[src/rtl/wb_port_arbiter.sv]
// rtl/wb_port_arbiter.sv - round-robin arbiter sharing two regfile write ports among NUM_REQ units
// Optional WB_ARB_PERF_EN adds saturating perf_grants / perf_conflicts counters.
module wb_port_arbiter #(
  parameter int NUM_REQ = 4,
  parameter int XLEN    = 32
) (
  input  logic                     clock,
  input  logic                     reset,
  input  logic                     flush,
  input  logic [NUM_REQ-1:0]       req_valid,
  input  logic [NUM_REQ*5-1:0]     req_idx,
  input  logic [NUM_REQ*XLEN-1:0]  req_data,
  output logic [NUM_REQ-1:0]       req_ready,
  output logic                     write_en_1,
  output logic [4:0]               write_idx_1,
  output logic [XLEN-1:0]          write_data_1,
  output logic                     write_en_2,
  output logic [4:0]               write_idx_2,
  output logic [XLEN-1:0]          write_data_2
`ifdef WB_ARB_PERF_EN
  ,
  output logic [31:0]              perf_grants,
  output logic [15:0]              perf_conflicts
`endif
);

  localparam int PTR_W = $clog2(NUM_REQ);

  logic [PTR_W-1:0] rr_ptr_q, rr_ptr_d;
  logic [PTR_W:0]   pos;
  logic [PTR_W-1:0] cur, g1_sel, g2_sel, last_sel;
  logic [PTR_W:0]   last_inc;
  logic             g1_found, g2_found, conflict;
  logic             grant_ok, g1_v, g2_v, conflict_v;
  logic [4:0]       g1_idx, g2_idx;
  logic [XLEN-1:0]  g1_data, g2_data;

  logic             wen1_q, wen1_d, wen2_q, wen2_d;
  logic [4:0]       widx1_q, widx1_d, widx2_q, widx2_d;
  logic [XLEN-1:0]  wdata1_q, wdata1_d, wdata2_q, wdata2_d;

  // Scan from rr_ptr; a candidate matching grant 1's index is skipped, not granted.
  always_comb begin
    g1_found = 1'b0;
    g2_found = 1'b0;
    g1_sel   = '0;
    g2_sel   = '0;
    conflict = 1'b0;
    pos      = '0;
    cur      = '0;
    for (int k = 0; k < NUM_REQ; k++) begin
      pos = {1'b0, rr_ptr_q} + (PTR_W+1)'(k);
      if (pos >= (PTR_W+1)'(NUM_REQ)) pos = pos - (PTR_W+1)'(NUM_REQ);
      cur = pos[PTR_W-1:0];
      if (req_valid[cur]) begin
        if (!g1_found) begin
          g1_found = 1'b1;
          g1_sel   = cur;
        end else if (!g2_found) begin
          if (req_idx[int'(cur)*5 +: 5] != req_idx[int'(g1_sel)*5 +: 5]) begin
            g2_found = 1'b1;
            g2_sel   = cur;
          end else begin
            conflict = 1'b1;
          end
        end
      end
    end
  end

  assign grant_ok   = !reset && !flush;
  assign g1_v       = grant_ok && g1_found;
  assign g2_v       = grant_ok && g2_found;
  assign conflict_v = grant_ok && conflict;
  assign g1_idx     = req_idx[int'(g1_sel)*5 +: 5];
  assign g2_idx     = req_idx[int'(g2_sel)*5 +: 5];
  assign g1_data    = req_data[int'(g1_sel)*XLEN +: XLEN];
  assign g2_data    = req_data[int'(g2_sel)*XLEN +: XLEN];
  assign last_sel   = g2_v ? g2_sel : g1_sel;
  assign last_inc   = {1'b0, last_sel} + 1'b1;

  always_comb begin
    req_ready = '0;
    if (g1_v) req_ready[g1_sel] = 1'b1;
    if (g2_v) req_ready[g2_sel] = 1'b1;
  end

  // Index/data hold when a port is idle; x0 grants consume the request but never write.
  always_comb begin
    wen1_d   = 1'b0;
    wen2_d   = 1'b0;
    widx1_d  = widx1_q;
    widx2_d  = widx2_q;
    wdata1_d = wdata1_q;
    wdata2_d = wdata2_q;
    rr_ptr_d = rr_ptr_q;
    if (g1_v) begin
      wen1_d   = (g1_idx != 5'd0);
      widx1_d  = g1_idx;
      wdata1_d = g1_data;
      rr_ptr_d = (last_inc == (PTR_W+1)'(NUM_REQ)) ? '0 : last_inc[PTR_W-1:0];
    end
    if (g2_v) begin
      wen2_d   = (g2_idx != 5'd0);
      widx2_d  = g2_idx;
      wdata2_d = g2_data;
    end
  end

  always_ff @(posedge clock) begin
    if (reset) begin
      rr_ptr_q <= '0;
      wen1_q   <= 1'b0;
      wen2_q   <= 1'b0;
      widx1_q  <= '0;
      widx2_q  <= '0;
      wdata1_q <= '0;
      wdata2_q <= '0;
    end else begin
      rr_ptr_q <= rr_ptr_d;
      wen1_q   <= wen1_d;
      wen2_q   <= wen2_d;
      widx1_q  <= widx1_d;
      widx2_q  <= widx2_d;
      wdata1_q <= wdata1_d;
      wdata2_q <= wdata2_d;
    end
  end

  assign write_en_1   = wen1_q;
  assign write_idx_1  = widx1_q;
  assign write_data_1 = wdata1_q;
  assign write_en_2   = wen2_q;
  assign write_idx_2  = widx2_q;
  assign write_data_2 = wdata2_q;

`ifdef WB_ARB_PERF_EN
  logic [31:0] perf_grants_q, perf_grants_d;
  logic [15:0] perf_conflicts_q, perf_conflicts_d;
  logic [32:0] grants_sum;

  always_comb begin
    grants_sum       = {1'b0, perf_grants_q} + {31'b0, g1_v} + {31'b0, g2_v};
    perf_grants_d    = grants_sum[32] ? 32'hFFFF_FFFF : grants_sum[31:0];
    perf_conflicts_d = perf_conflicts_q;
    if (conflict_v && perf_conflicts_q != 16'hFFFF) perf_conflicts_d = perf_conflicts_q + 16'd1;
  end

  always_ff @(posedge clock) begin
    if (reset) begin
      perf_grants_q    <= '0;
      perf_conflicts_q <= '0;
    end else begin
      perf_grants_q    <= perf_grants_d;
      perf_conflicts_q <= perf_conflicts_d;
    end
  end

  assign perf_grants    = perf_grants_q;
  assign perf_conflicts = perf_conflicts_q;
`endif

  a_no_dup_write: assert property (@(posedge clock) disable iff (reset)
    !(write_en_1 && write_en_2) || (write_idx_1 != write_idx_2));

  for (genvar i = 0; i < NUM_REQ; i++) begin : g_idx_known
    a_idx_known: assert property (@(posedge clock) disable iff (reset)
      !req_valid[i] || !$isunknown(req_idx[i*5 +: 5]));
  end

endmodule
[config.mk]
export PLATFORM = sky130hd
export DESIGN_NAME = wb_port_arbiter
export DESIGN_NICKNAME = d
export VERILOG_FILES = /design/src/rtl/wb_port_arbiter.sv
export SDC_FILE = /design/constraint.sdc
export NUM_CORES = 1
export LEC_CHECK = 0
export BUFFER_PORTS_ARGS = -buffer_cell sky130_fd_sc_hd__clkbuf_2
export CAP_MARGIN = 20
export CORE_ASPECT_RATIO = 2
export CORE_MARGIN = 10
export CORE_UTILIZATION = 52
export DETAILED_ROUTE_END_ITERATION = 8
export PLACE_DENSITY_LB_ADDON = 0.2
export SKIP_LAST_GASP = 1
export SYNTH_ARGS = -nofsm -noshare
export SYNTH_HDL_FRONTEND = slang
export SYNTH_SLANG_ARGS = --single-unit
[constraint.sdc]
create_clock -name clock -period 7.3 [get_ports clock]
set_input_delay 0.73 -clock clock [delete_from_list [all_inputs] [get_ports clock]]
set_output_delay 0.73 -clock clock [all_outputs]
set_load 0.02 [all_outputs]
==> flow_summary.yaml <==
outcome:
  outcome: "finished clean"
synthesis:
  yosys_most_used_dff: "sky130_fd_sc_hd__dfxtp_1"
  ff_latch_count_synth: 78
  post_synth_inst_count: 941
  synth_top_cell_area_share: 0.221
  synth_compound_gate_area_share: 0.235
  synth_enable_flop_cells: 0
  synth_area_per_cell_um2: 7.52
  muxShareOfSynthArea: 0.196
  synth_largest_area_cell: "sky130_fd_sc_hd__dfxtp_1"
  synth_top_cells_by_area: "sky130_fd_sc_hd__dfxtp_1 (22%), sky130_fd_sc_hd__mux2i_1 (14%), sky130_fd_sc_hd__nand2_1 (7.1%)"
  synth.cell_area_mm2: 0.00707
  sequential_element_share_of_the_synthesized_area: 0.221
  ys_async_sr_fraction: 0
  synth_simple_gate_area_frac: 0.256
  synthesis.nets: 1097
  synth_adder_area_share: 0.00177
  yosys_warnings: 0
  synth_cell_type_count: 73
  synthXorXnorAreaFrac: 0.0124
  dominant_combinational_cell_family_by_area_after_synthesis: "simple AND/OR/NAND/NOR gates"
drt:
  route.final.wire_length_um: 26300
  dr.first_iter.drc_count: 482
  detail_route.wl_per_cell_um: 20.9
  postRouteAntennaNets: 0
  drt-vias-per-instance: 6.14
  drtPass1Iterations: 5
  drc_errors: 0
  num_vias: 7748
critical_path:
  rr_startpoint: "rr_ptr_q[1]"
  critPathLaunch: "rr_ptr_q[1]"
  critical_path.max_stage_delay_ns: 1.03
  timing.critical_path.required_ns: 6.57
  critical_path_class: "reg2out"
  critical_path.endpoint_type: "output pin"
  critical-path-slowest-cell: "sky130_fd_sc_hd__dfxtp_2"
  cp-start-kind: "register"
  worstPathMaxFanout: 50
  cp_data_arrival_time_ns: 5.32
  cp_cell_sequence: "nand2_1 -> o21ai_0 -> ha_1 -> inv_1 -> mux4_2 -> xnor2_1 -> a31oi_2 -> o21ai_1 -> o2111a_1 -> a311o_1 -> o31ai_1 -> clkbuf_2"
timing:
  max_freq_mhz: 165
  rsz0062_at_grt: "no"
  final.setup.worst_slack_ns: 1.25
  worst_slew_pin_slew_ns: 1.07
  finalCritPeriodShare: 0.829
  finalHoldWorstSlack_ns: 0.465
  maxSlewHeadroom: 0.287
  final_max_slew_viol_count: 0
  timing_hold_violations_final: 0
  fin_setup_tns_ns: 0
  clock_skew_ns: 0.00752
  setup_viol_count_final: 0
  final.min_clock_period_ns: 6.05
place:
  routabilityCongestion: 0.968
  port_buffers: 234
  place_worst_setup_slack_ns: 1.44
  dp_hpwl_um: 19700
finish:
  nets: 1256
  final_core_utilization: 0.622
  area_delta_synth_final_pct: 18.1
  mostFrequentLayoutCell: "sky130_fd_sc_hd__clkbuf_2"
  multi_input_area_mm2: 0.00500
  layout_common_cells: "sky130_fd_sc_hd__clkbuf_2 (234), sky130_fd_sc_hd__nand2_1 (134), sky130_fd_sc_hd__nor2_1 (120), sky130_fd_sc_hd__mux2i_1 (95), sky130_fd_sc_hd__o21ai_0 (92)"
  layout_cells_sized_above_1: 0.284
  layout.area.seq_mm2: 0.00156
  layout_fillers: 1311
die:
  fp.dieH_um: 185
  die_w_um: 102
  boundaryPins: 235
  core_mm2: 0.0134
  placementRows: 60
  initial_util: 0.526
  die_area_mm2: 0.0190
global_route:
  grt_overflow_total: 0
  antenna_found_initial: 2
  grt_usage: 0.267
  grt_pass1_wl_um: 40100
  grt_start_max_net_pins: 75
  first_global_vias: 7521
cts:
  clk_path_buf_depth: 2
  buffer_cell_driving_the_clock_tree_root: "sky130_fd_sc_hd__clkbuf_16"
  cts.sinks: 78
  clock_latency_on_the_worst_skew_pair_ns: 0.33
  number_of_cts_inserted_buffers: 9
  clk_pin_slew_worst_paths_ns: 0.06
  post_cts_hold_buffer_count: 0
  cts_setup_buffers: 0
  cts_htree_levels: 3
  tritoncts: "yes"
  cts.repair.resized: 0
worst_hold_path:
  tightest_hold_check_type: "reg2reg"
  hold_path.startpoint: "write_data_2[31]"
pwr:
  leakage_nw: 3.77
  finalPower_mw: 2.81
  pwr_density_cell_mw_per_mm2: 336
  worst_ir_drop_vdd_mv: 0.181
job:
  drv.max_cap_violation_count: 0
[power breakdown]
| part | leakage, nW | internal [mW] | switching, mW |
|---|---|---|---|
| registers | 0.645 | 0.552 | 0.0915 |
| logic | 2.99 | 0.638 | 1.09 |
| clock network | 0.137 | 0.262 | 0.179 |
| total | 3.77 | 1.45 | 1.36 |
[worst max-delay path, delay by kind of cell (launching register included)]
kind | cells | cell delay [ns]
flip-flops | 1 | 1.03
XOR/XNOR | 1 | 0.15
multiplexers | 1 | 0.48
AO/OA/AOI/OAI | 6 | 2.20
buffers and inverters | 2 | 0.46
AND/OR/NAND/NOR | 1 | 0.17
adder cells (fa/ha/maj) | 1 | 0.49
[synth_stat cells (all sizes together), types with 13 or more instances]
library cell	count
nor2	120
dfxtp	78
mux4	13
nand3	47
mux2i	97
a21oi	24
buf	44
o21ai	105
nand3b	42
clkbuf	55
nand2	135
o221ai	43
[worst paths after layout]
| path | end | slack (ns) | depth (start not counted) |
|---|---|---|---|
| max | req_ready[1] | 1.25 | 12 |
| min | write_data_2[31] | 0.46 | 2 |
| max reg2reg | write_en_2 | 1.85 | 14 |
| min reg2reg | write_data_2[31] | 0.46 | 2 |
[logic make-up (layout without fill, tap and decap cells)]
group / Yosys count / after routing
simple gates: 387 / 387
compound gates: 238 / 238
mux: 120 / 120
buf+inv: 107 / 270
flops: 78 / 78
xor+xnor: 10 / 10
fa+ha+maj: 1 / 1
other cells: 0 / 2
[registers in the layout (all words and copies together) (netlist names)]
register	count
write_data_2	32
write_data_1	32
write_idx_1	5
write_en_1	1
rr_ptr_q	2
write_idx_2	5
write_en_2	1
[metal layers]
layer | track usage | share of wire
met1 | 0.276 | 0.35
met2 | 0.479 | 0.53
met3 | 0.0538 | 0.068
met4 | 0.151 | 0.052
met5 | 0 | 0
[through the flow]
| stage | instances | instance area [um^2] |
|---|---|---|
| after floorplan | 941 | 7070 |
| after global placement | 1244 | 8060 |
| after detailed placement | 1244 | 8060 |
| after CTS | 1259 | 8350 |
| after global routing | 1261 | 8350 |
| final | 1261 | 8350 |
[layout make-up]
class / instances / share of cell area
clock inverter: 6 / 0.00764
timing repair buffer: 247 / 0.152
clock buffer: 9 / 0.0270
antenna: 2 / 0.000599
inverter: 8 / 0.00360
sequential: 78 / 0.187
multi-input combinational: 756 / 0.599
tap: 155 / 0.0232
Note: power is estimated with default switching activity, not from simulation.
